`config.mk`:
```
export PLATFORM = sky130hd
export DESIGN_NAME = spi_slave
export DESIGN_NICKNAME = d
export VERILOG_FILES = /design/src/rtl/spi_pkg.sv /design/src/rtl/spi_sync.sv /design/src/rtl/spi_slave.sv
export SDC_FILE = /design/constraint.sdc
export NUM_CORES = 1
export LEC_CHECK = 0
export BUFFER_PORTS_ARGS = -buffer_cell sky130_fd_sc_hd__buf_2
export CORE_UTILIZATION = 55
export DETAILED_ROUTE_END_ITERATION = 6
export PLACE_DENSITY = 0.77
export RECOVER_POWER = 50
export SLEW_MARGIN = 20
export SYNTH_ARGS = -nofsm -noshare
export SYNTH_HDL_FRONTEND = slang
export SYNTH_SLANG_ARGS = --single-unit
export TNS_END_PERCENT = 10
```
`constraint.sdc`:
```
create_clock -name clk -period 4.4 [get_ports clk]
set_clock_uncertainty 0.1 [all_clocks]
set_input_delay 0.22 -clock clk [delete_from_list [all_inputs] [get_ports clk]]
set_output_delay 0.22 -clock clk [all_outputs]
set_load 0.05 [all_outputs]
```
`src/rtl/spi_pkg.sv`:
```
// Shared constants for the SPI slave: mode encodings, FSM state codes and
// helpers that split a mode into its clock polarity and phase.
package spi_pkg;

  localparam logic [1:0] MODE_CPOL0_CPHA0 = 2'b00;
  localparam logic [1:0] MODE_CPOL0_CPHA1 = 2'b01;
  localparam logic [1:0] MODE_CPOL1_CPHA1 = 2'b10;
  localparam logic [1:0] MODE_CPOL1_CPHA0 = 2'b11;

  localparam logic STATE_IDLE   = 1'b0;
  localparam logic STATE_ACTIVE = 1'b1;

  function automatic logic mode_cpol(input logic [1:0] mode);
    return mode[1];
  endfunction

  // Modes 01 and 10 are the phase-1 encodings.
  function automatic logic mode_cpha(input logic [1:0] mode);
    return mode[1] ^ mode[0];
  endfunction

endpackage

```
`src/rtl/spi_sync.sv`:
```
// Two-flop synchronizer for one asynchronous SPI pin, followed by a history
// flop so rising and falling edges of the synchronized level can be detected.
module spi_sync #(
  parameter logic RESET_VAL = 1'b0
) (
  input  logic clk,
  input  logic reset,
  input  logic d,
  output logic q,
  output logic rise,
  output logic fall
);

  logic meta;
  logic sync;
  logic hist;

  // NOTE: sequential state uses non-blocking assignments so every flop samples
  // the pre-edge value of its neighbour; blocking here would collapse the chain.
  always_ff @(posedge clk or negedge reset) begin
    if (!reset) begin
      meta <= RESET_VAL;
      sync <= RESET_VAL;
      hist <= RESET_VAL;
    end else begin
      meta <= d;
      sync <= meta;
      hist <= sync;
    end
  end

  assign q    = sync;
  assign rise = sync & ~hist;
  assign fall = ~sync & hist;

endmodule

```
`src/rtl/spi_slave.sv`:
```
// SPI slave, all four modes, LSB first, oversampling sclk/cs_n/mosi in the clk
// domain. One-entry transmit buffer feeds the shift register at each frame start.
module spi_slave
  import spi_pkg::*;
#(
  parameter int WIDTH = 8
) (
  input  logic             clk,
  input  logic             reset,
  input  logic             sclk,
  input  logic             cs_n,
  input  logic             mosi,
  input  logic [1:0]       mode,
  input  logic [WIDTH-1:0] tx_data,
  input  logic             tx_valid,
  output logic             tx_ready,
  output logic [WIDTH-1:0] rx_data,
  output logic             rx_valid,
  output logic             underrun,
  output logic             abort,
  output logic             miso,
  output logic             miso_oe
);

  localparam int CW = (WIDTH > 1) ? $clog2(WIDTH) : 1;
  localparam logic [CW-1:0] LAST_BIT = CW'(WIDTH - 1);

  logic cs_q, cs_rise, cs_fall;
  logic sclk_q, sclk_rise, sclk_fall;
  logic mosi_q, mosi_rise, mosi_fall;
  logic [3:0] sync_unused;

  spi_sync #(.RESET_VAL(1'b1)) u_sync_cs (
    .clk(clk), .reset(reset), .d(cs_n), .q(cs_q), .rise(cs_rise), .fall(cs_fall)
  );
  spi_sync #(.RESET_VAL(1'b0)) u_sync_sclk (
    .clk(clk), .reset(reset), .d(sclk), .q(sclk_q), .rise(sclk_rise), .fall(sclk_fall)
  );
  spi_sync #(.RESET_VAL(1'b0)) u_sync_mosi (
    .clk(clk), .reset(reset), .d(mosi), .q(mosi_q), .rise(mosi_rise), .fall(mosi_fall)
  );

  assign sync_unused = {cs_q, sclk_q, mosi_rise, mosi_fall};

  logic             state;
  logic [1:0]       mode_q;
  logic [CW-1:0]    bit_cnt;
  logic [WIDTH-1:0] rx_shift;
  logic [WIDTH-1:0] tx_shift;
  logic [WIDTH-1:0] buf_data;
  logic             buf_full;
  logic             skip_shift;

  logic activate, deactivate;
  logic leading, trailing, sample_edge, shift_edge;
  logic frame_done, reload, buf_load;

  // NOTE: every signal gets a default at the top of always_comb so no path
  // leaves it unassigned, which would otherwise infer a latch.
  always_comb begin
    leading     = 1'b0;
    trailing    = 1'b0;
    sample_edge = 1'b0;
    shift_edge  = 1'b0;
    if (state == STATE_ACTIVE && !cs_rise) begin
      leading     = mode_cpol(mode_q) ? sclk_fall : sclk_rise;
      trailing    = mode_cpol(mode_q) ? sclk_rise : sclk_fall;
      sample_edge = mode_cpha(mode_q) ? trailing : leading;
      shift_edge  = mode_cpha(mode_q) ? leading  : trailing;
    end
  end

  assign activate   = (state == STATE_IDLE) && cs_fall;
  assign deactivate = (state == STATE_ACTIVE) && cs_rise;
  assign frame_done = sample_edge && (bit_cnt == LAST_BIT);
  assign reload     = activate || frame_done;
  assign buf_load   = tx_valid && !buf_full;

  always_ff @(posedge clk or negedge reset) begin
    if (!reset) begin
      state    <= STATE_IDLE;
      mode_q   <= MODE_CPOL0_CPHA0;
      bit_cnt  <= '0;
      rx_shift <= '0;
      rx_data  <= '0;
      rx_valid <= 1'b0;
      abort    <= 1'b0;
    end else begin
      rx_valid <= 1'b0;
      abort    <= 1'b0;
      if (activate) begin
        state   <= STATE_ACTIVE;
        mode_q  <= mode;
        bit_cnt <= '0;
      end else if (deactivate) begin
        // A partial frame is dropped; only the abort pulse reports it.
        state   <= STATE_IDLE;
        bit_cnt <= '0;
        abort   <= (bit_cnt != '0);
      end else if (sample_edge) begin
        rx_shift <= {mosi_q, rx_shift[WIDTH-1:1]};
        bit_cnt  <= frame_done ? '0 : bit_cnt + CW'(1);
        if (frame_done) begin
          rx_data  <= {mosi_q, rx_shift[WIDTH-1:1]};
          rx_valid <= 1'b1;
        end
      end
    end
  end

  // After a reload the next shift edge is swallowed: for phase 1 that is the
  // first leading edge, for phase 0 the trailing edge of the frame's last bit.
  always_ff @(posedge clk or negedge reset) begin
    if (!reset) begin
      tx_shift   <= '0;
      buf_data   <= '0;
      buf_full   <= 1'b0;
      skip_shift <= 1'b0;
      underrun   <= 1'b0;
    end else begin
      underrun <= 1'b0;
      if (reload) begin
        tx_shift   <= buf_full ? buf_data : '0;
        buf_full   <= 1'b0;
        underrun   <= !buf_full;
        skip_shift <= activate ? mode_cpha(mode) : 1'b1;
      end else if (shift_edge) begin
        if (skip_shift) skip_shift <= 1'b0;
        else            tx_shift   <= tx_shift >> 1;
      end
      // Placed after the reload so an entry accepted this cycle survives it.
      if (buf_load) begin
        buf_data <= tx_data;
        buf_full <= 1'b1;
      end
    end
  end

  assign tx_ready = !buf_full;
  assign miso_oe  = (state == STATE_ACTIVE);
  assign miso     = (state == STATE_ACTIVE) && tx_shift[0];

endmodule

```
### Word-level counts from Yosys, hierarchy flattened

Cells that the tools add are included.

* add/subtract/negate cells: 1
* eq/ne operators: 2
* multiplexer cells: 28
* bitwise operators: 13
* reduce and logical (&&, ||, !) cells: 17

Operators by type and width (number)
* 8-bit two-way mux: 4
* 1-bit two-way mux: 20
* 3-bit two-way mux: 4
* 1-bit NOT: 7
* 1-bit logical AND: 6
* 2-bit nonzero test: 3
* 3-bit nonzero test: 2
* 1-bit bitwise AND: 4
* 4-bit AND reduction: 1
* 3-bit by 1-bit adder with 3-bit output, second input constant: 1
* 3-bit equality test, second input constant: 1
* 3-bit AND reduction: 1
* 1-bit logical NOT: 2
* 2-bit by 1-bit inequality test with 1-bit output, second input constant: 1
* 2-bit AND reduction: 1
* 1-bit XOR: 2
* 1-bit logical OR: 1

* bits in registers: 51
* input bits: 16
* output and inout port bits: 14
* word-level logic and storage cells: 81

### Logic depth before layout (Yosys ltp)

Gate-level depths: netlist of the first run.

* word-level depth: 10
* gate-level depth with buffers: 7
* depth with buffers taken out: 6

### Hierarchy

From an unflattened synthesis of the first run, not the netlist that was laid out.

* cell total of the unflattened synthesis: 151
* area, all modules: 2037.0 µm²

By module, submodules not included
* spi_slave: times used 1, cells an instance 136, area an instance 1762.9 µm², sequential area each 1026.0 µm²
* spi_sync at u_sync_mosi ...: times used 2, cells an instance 5, area an instance 90.1 µm², sequential area each 75.1 µm²
* spi_sync at u_sync_cs: times used 1, cells an instance 5, area an instance 93.8 µm², sequential area each 78.8 µm²

### Least setup slack after synthesis of the first run

OpenSTA, ideal clock, no wires.

* path kind: reg-to-reg
* start: reg state (netlist: miso_oe)
* end: reg tx_shift[2]
* arrival time: 1.876 ns
* data required time: 4.174 ns
* setup slack: 2.298 ns
* stages on the path, launching flop included: 5
* clock period less this slack: 2.102 ns
* cells stage by stage: dfrtp_1 > inv_1 > a2111oi_4 > nor3_4 > a221o_1

* longest elaborated chain between the ends: 6

Ends and longest elaborated chain
* from (decl): RTL line spi_slave.sv:45 `logic state;`
* from (signal assigned): RTL line spi_slave.sv:81 `state <= STATE_IDLE;`
* from (signal assigned): RTL line spi_slave.sv:92 `state <= STATE_ACTIVE;`
* from (signal assigned): RTL line spi_slave.sv:97 `state <= STATE_IDLE;`
* 1-bit logical AND: RTL line spi_slave.sv:65 `if (state == STATE_ACTIVE && !cs_rise) begin`
* 1-bit two-way mux: RTL line spi_slave.sv:65
* 1-bit logical AND: RTL line spi_slave.sv:75 `assign frame_done = sample_edge && (bit_cnt == LAST_BIT);`
* 1-bit logical OR: RTL line spi_slave.sv:76 `assign reload = activate || frame_done;`
* 2-bit by 1-bit inequality test with 1-bit output (no source line) / 2-bit nonzero test (equally long branches)
* 2-bit AND reduction (no source line)
* to (signal assigned): RTL line spi_slave.sv:123 `tx_shift <= buf_full ? buf_data : '0;`
* to (signal assigned): RTL line spi_slave.sv:129 `else tx_shift <= tx_shift >> 1;`
* to (decl): RTL line spi_slave.sv:49 `logic [WIDTH-1:0] tx_shift;`

Several ways; a longest one is shown, not always the timed one.
A chain may end at the register's enable or synchronous reset.

### Worst setup path after layout of the first run

* start: reg mode_q[0]
* end: reg tx_shift[1]

* longest elaborated chain between the ends: 7

Ends and longest elaborated chain
* from (decl): RTL line spi_slave.sv:46 `logic [1:0] mode_q;`
* from (signal assigned): RTL line spi_slave.sv:93 `mode_q <= mode;`
* 1-bit XOR (*): RTL line spi_pkg.sv:19 `return mode[1] ^ mode[0];`
* 1-bit two-way mux: RTL line spi_slave.sv:68 `sample_edge = mode_cpha(mode_q) ? trailing : leading;`
* 1-bit two-way mux: RTL line spi_slave.sv:65
* 1-bit logical AND: RTL line spi_slave.sv:75
* 1-bit logical OR: RTL line spi_slave.sv:76
* 2-bit by 1-bit inequality test with 1-bit output (no source line) / 2-bit nonzero test (equally long branches)
* 2-bit AND reduction (no source line)

Mark *: on every way between the ends. The rest lies on a longest branch, timed or not.

==> key figures, run 1 <==
Pwr
  • Cell Pwr Density: 497 mW/mm2
  • Static leakage: 0.00120 uW
  • Clk pwr share: 23.0%
  • Total power: 1190 uW
  • Max VDD drop: 0.310 mV
  • Switching share of power: 29.4%
  • Sequential share of power: 54.9%
  • Power share of the combinational group: 22.1%
  • Switching power: 349 uW
  • Pint: 840 uW

STA
  • Rel. slew slack: -65.5%
  • Slew @ Worst Pin: 2.48 ns
  • Final setup TNS: 0 ns
  • Fin. Hold Viols: 0
  • Fin. max-slew vios: 50
  • Unrepaired setup endpoints after global routing: false
  • FMAX: 374 MHz
  • Hold Slack: 0.0716 ns
  • Final worst setup slack: 1.73 ns
  • # setup viols final: 0
  • Final Cycle Share: 60.7%
  • Final Critical Period: 2.67 ns

Yosys
  • Adder-Cell Fraction of Synth Area: 1.89%
  • Mapped Nets: 180
  • Post-synthesis xor/xnor area fraction: 0.440%
  • Synth cell types: 30
  • Largest cells by area after synthesis: dfrtp_1, mux2_2, nand2_1
  • Main combinational cell family by area after synthesis: simple AND/OR/NAND/NOR gates
  • Compound-cell area share of the yosys netlist: 7.35%
  • Mean Syn Cell Area: 12.4 um2
  • Register bit total from synthesis: 49
  • Netlist Area Pre-Place: 0.00199 mm2
  • Post-synthesis mux area share: 12.0%
  • Yosys warns: 0
  • Synth Area in Simple Gates: 14.1%
  • Yosys top cell area share: 57.8%
  • Leading area contributor after synthesis: dfrtp_1
  • Post-Syn Instances: 161
  • Sequential area share after synthesis: 61.8%

Setup path
  • R2r setup slk: 1.73 ns
  • Required @ worst endpoint: 4.59 ns
  • Critical setup path kind: reg -> reg
  • Crit Path Max Fanout: 11
  • Critical Path Start Type: flop
  • Worst EP arrival: 2.87 ns
  • Crit. End Element: flop

Run status
  • Failing checks: max-capacitance violations, max-slew violations
  • Status: finished with violations

Hold path
  • Hold Path Class: in -> reg

Placement
  • GP Congestion: 0.732
  • Setup slack at placement: 1.73 ns
  • Placed Cells: 231
  • Hpwl dp: 2.42 mm
  • Port Buffers: 29

Final layout
  • Most frequent cells in the layout: dfrtp_1, nand2_1, buf_2
  • Finished Layout Cells: 252
  • P&R area growth vs syn: 20.2%
  • Final net count: 224
  • Commonest non-fill, non-tap cell in the layout: dfrtp_1
  • Ant. Diodes: 0
  • Layout cells sized above 1: 27.7%

Drt
  • Detailed Route WL: 3.49 mm
  • Routed Antenna Nets: 0
  • Iter 0 DRT Violations: 57
  • Vias: 1,313
  • # DRC: 0
  • Via/cell ratio: 5.21
  • Drt wl/cell: 13.9 um
  • Initial DRT Pass Iterations: 4

Global route
  • GRT overflow: 0
  • First-pass GRT wire length: 6.32 mm
  • Total Routing Usage GR: 21.8%
  • Vias in the first global route: 1,384
  • Initial antenna violation count: 0
  • Pin count of the biggest net entering global routing: 50

Floorplanning
  • Core area: 0.00339 mm2
  • IO Count: 30
  • Die Wd: 62.2 um
  • Rows: 21
  • Initial Util: 58.7%
  • Die extent in y: 62.2 um
  • Die area: 0.00386 mm2

Clock tree
  • Clk buf depth: 2
  • Clock Latency Late Sink: 0.37 ns
  • Root buffer cell: clkbuf_4
  • Num CTS Buffers: 5
  • Reg clk slew, reported paths: 0.13 ns
  • CTS Hold Bufs: 13
  • Postcts setup bufs: 0
  • Clock sink count: 49
  • PostCTS Resize Cnt: 0
  • CTS tree: built
  • H-tree depth: 2

Run
  • Max cap viols: 1
[final timing paths]
kind / startpoint / endpoint / depth (start not counted)
min in group asynchronous: reset / rx_data[1] / 2
max in group asynchronous: reset / buf_data[1] / 2
worst max register to register: mode_q[0] / tx_shift[1] / 5
worst min-delay path: mode[1] / skip_shift / 3
worst max-delay path: mode_q[0] / tx_shift[1] / 5
worst min register to register: u_sync_mosi.meta / u_sync_mosi.q / 0
[cell usage after synthesis]
library cell  instances
nor3_4                1
nand2b_1              4
dfrtp_1              46
xnor2_1               1
and3b_1               1
a2111oi_4             1
nand3b_1              1
mux2_2               15
nor2_1                3
o211ai_1              2
a21o_1                1
or3b_2                1
nand2_1              34
and2_1                5
a221o_1               4
o21ai_0               2
nor3b_1               1
dfstp_2               3
o31ai_1               1
a21boi_0              1
nor2b_1               2
ha_1                  3
o2111ai_1             1
a211oi_1              1
clkbuf_1              5
inv_1                 8
or3b_4                1
nand4_1               2
a21oi_1               3
mux2i_1               7
[sequential cells by signal, summed over array words and instances (netlist names)]
register and cells:
rx_shift 7, u_sync_cs.meta 1, mode_q 1, abort 1
skip_shift 1, rx_valid 1, u_sync_cs.q 1, tx_shift 8
miso_oe 1, bit_cnt 3, rx_data 8, u_sync_mosi.q 1
buf_full 1, u_sync_cs.hist 1, u_sync_sclk.meta 1, u_sync_sclk.q 1
u_sync_sclk.hist 1, u_sync_mosi.meta 1, buf_data 8, underrun 1
[through the flow]
| step | instance area (um2) | util [%] |
|---|---|---|
| floorplan | 1990 | - |
| global placement | 2170 | 64.2 |
| detailed placement | 2170 | 64.2 |
| CTS | 2390 | 70.6 |
| global route | 2390 | 70.6 |
| finish | 2390 | 70.6 |
[final cells by class]
cell class                      instances  area, um2
Clock inverter                          2       37.5
Sequential cell                        49       1230
Fill cell                             244        997
Tap cell                               46       57.6
Inverter                                8       30.0
Timing Repair Buffer                   42        274
Clock buffer                            6       51.3
Multi-Input combinational cell         99        712
[layer usage]
layer  vias up  wire length, um  GRT usage, %
li1        630                -             -
met1       640             1430          26.0
met2        33             1830          36.0
met3        10              118          4.04
met4         0              107          14.8
met5         -                0             0
[cells by family (layout without fill, tap and decap cells)]
group	count (synthesis)	in the layout
flip-flops	49	49
multiplexers	22	22
buffers and inverters	13	58
XOR/XNOR	1	1
adder cells (fa/ha/maj)	3	3
AND/OR/NAND/NOR	56	56
AO/OA/AOI/OAI	17	17
[power groups by stage]
stage               registers [uW]  clock network, uW  logic, uW
finish                         653                274        263
global route                   669                304        291
CTS                            653                281        268
detailed placement             663                  0        258
global placement               652                  0        243
floorplan                      638                  0        205
[worst max-delay path: stages (launching register included)]
cell and delay [ns]:
dfrtp_1 0.44, and3b_1 0.20, o2111ai_1 0.69, inv_1 0.40, nor2_1 0.52, mux2i_1 0.25
Note: power is estimated with default switching activity, not from simulation.
==> run 2, diff against run 1 <==
- CORE_UTILIZATION: 55 -> 50
- PLACE_DENSITY: 0.77 -> 0.74
- clock period: 4.4 -> 2.2 ns (I/O delays scaled with it)
==> run 2 against run 1 <==
- sequential power grew 100%
- the run now ends clean
- total power grew 100%
- core utilization shrank 4.4 points
- highest routed layer unchanged
- register-to-register slack lost 1.5 ns
- critical path depth is the same
- critical path type unchanged
- non-clock buffer count grew 10
==> key figures, run 2 (synthesis gave the netlist of run 1 again) <==
Clock tree
  • Clock Latency Late Sink: 0.29 ns
  • Reg clk slew, reported paths: 0.09 ns
  • CTS tree: built
  • Clock sink count: 49
  • PostCTS Resize Cnt: 0
  • Root buffer cell: clkbuf_8
  • Num CTS Buffers: 5
  • Clk buf depth: 2
  • H-tree depth: 2

Global route
  • GRT Max-Usage Layer: met2
  • Initial antenna violation count: 0
  • Pin count of the biggest net entering global routing: 50
  • Total Routing Usage GR: 18.7%
  • Met3 usage in global routing: 4.69%
  • M2 GR Usage: 34.5%
  • Met1 GRT Util: 21.1%
  • Vias in the first global route: 1,381
  • GRT overflow: 0
  • First-pass GRT wire length: 5.98 mm

STA
  • Final Critical Period: 2.02 ns
  • Final Cycle Share: 91.6%
  • # setup viols final: 0
  • Final setup TNS: 0 ns
  • Rel. slew slack: 22.5%
  • FMAX: 496 MHz
  • Fin. max-slew vios: 0
  • Unrepaired setup endpoints after global routing: false
  • Fin. Hold Viols: 0
  • Slew @ Worst Pin: 1.16 ns

Pwr
  • Switching share of power: 29.3%
  • Power share of the combinational group: 22.8%
  • Switching power: 698 uW
  • Max VDD drop: 0.631 mV
  • Clk pwr share: 22.4%
  • Cell Pwr Density: 962 mW/mm2
  • Sequential share of power: 54.9%
  • Pint: 1680 uW
  • Static leakage: 0.00125 uW

Floorplanning
  • Die Wd: 65.1 um
  • IO Count: 30
  • Initial Util: 53.2%
  • Die area: 0.00424 mm2
  • Rows: 22
  • Core area: 0.00374 mm2
  • Die extent in y: 65.1 um

Final layout
  • Final Instance Area: 0.00248 mm2
  • Commonest non-fill, non-tap cell in the layout: dfrtp_1
  • Ant. Diodes: 0
  • P&R area growth vs syn: 24.4%
  • Finished Layout Cells: 264
  • Layout cells sized above 1: 31.5%
  • Most frequent cells in the layout: dfrtp_1, nand2_1, buf_2
  • Top flop regs: buf_data x8, rx_data x8, tx_shift x8
  • Final net count: 234

Drt
  • Via/cell ratio: 5.15
  • Routed Antenna Nets: 0
  • # DRC: 0
  • Detailed Route WL: 3.47 mm
  • Drt wl/cell: 13.1 um
  • Iter 0 DRT Violations: 44
  • Vias: 1,359
  • Initial DRT Pass Iterations: 4

Setup path
  • Worst EP arrival: 2.09 ns
  • Critical Path Start Type: flop
  • Critical setup path kind: reg -> reg
  • Crit. End Element: flop
  • Crit Path Max Fanout: 8
  • Required @ worst endpoint: 2.27 ns

Placement
  • Port Buffers: 29
  • Hpwl dp: 2.48 mm
  • GP Congestion: 0.777
  • Area after detailed placement: 0.00222 mm2
  • Placed Cells: 239

Hold path
  • Hold Path Class: in -> reg

Run status
  • Status: finished clean

Run
  • Max cap viols: 0
## run 2: metal layers
metal / part of all wire, % / vias up
met5: 0 / -
met4: 0.78 / 0
met3: 3.1 / 4
met2: 55 / 26
met1: 41 / 674
li1: - / 655
## run 2: critical path, cell delays in order, from the launching register on
cell	delay, ns
dfrtp_1	0.42
or3b_4	0.43
a2111oi_4	0.43
buf_4	0.22
mux2i_1	0.20
mux2i_1	0.09
## run 2: cell type report
type,instances,area [um2]
inverters,8,30.0
clock buffers,6,82.6
repair buffers,52,348
well taps,48,60.1
clock inverters,2,13.8
flip-flops and latches,49,1230
fillers,319,1270
multi-input cells,99,712
## run 2: through the flow
stage / setup slack (ns) / hold slack, ns / power, uW / utilization [%]
global placement: 0.247 / 0.115 / 1810 / 59.4
floorplan: 0.0981 / -0.286 / 1690 / -
detailed placement: 0.169 / 0.119 / 1850 / 59.4
global route: 0.0578 / 0.0530 / 2520 / 66.1
CTS: 0.143 / 0.0196 / 2400 / 65.4
finish: 0.184 / 0.0224 / 2380 / 66.1
## run 2: path summary, 6_finish.rpt
check                                       from                to  slack (ns)  cells after the start
worst max-delay path               u_sync_sclk.q       tx_shift[6]        0.18                      5
worst min-delay path                     mode[1]        skip_shift        0.02                      3
worst max register to register     u_sync_sclk.q       tx_shift[6]        0.18                      5
worst min register to register  u_sync_mosi.meta     u_sync_mosi.q        0.25                      0
max in group asynchronous                  reset  u_sync_sclk.meta        0.73                      3
min in group asynchronous                  reset        bit_cnt[2]        0.56                      3
## run 2: timing repair
action	in CTS	in global routing
hold buffers	13	0
endpoints found under the setup margin	0	1
hold endpoints to repair	58	0
buffers inserted	0	4
## run 2: power by group through the flow
| stage | Sequential, uW | Clock [uW] | Combinational [uW] |
|---|---|---|---|
| 2_1_floorplan | 1280 | 0 | 411 |
| 3_3_place_gp | 1310 | 0 | 496 |
| 3_5_place_dp | 1320 | 0 | 525 |
| 4_1_cts | 1310 | 552 | 543 |
| 5_1_grt | 1340 | 586 | 594 |
| 6_report | 1310 | 532 | 543 |
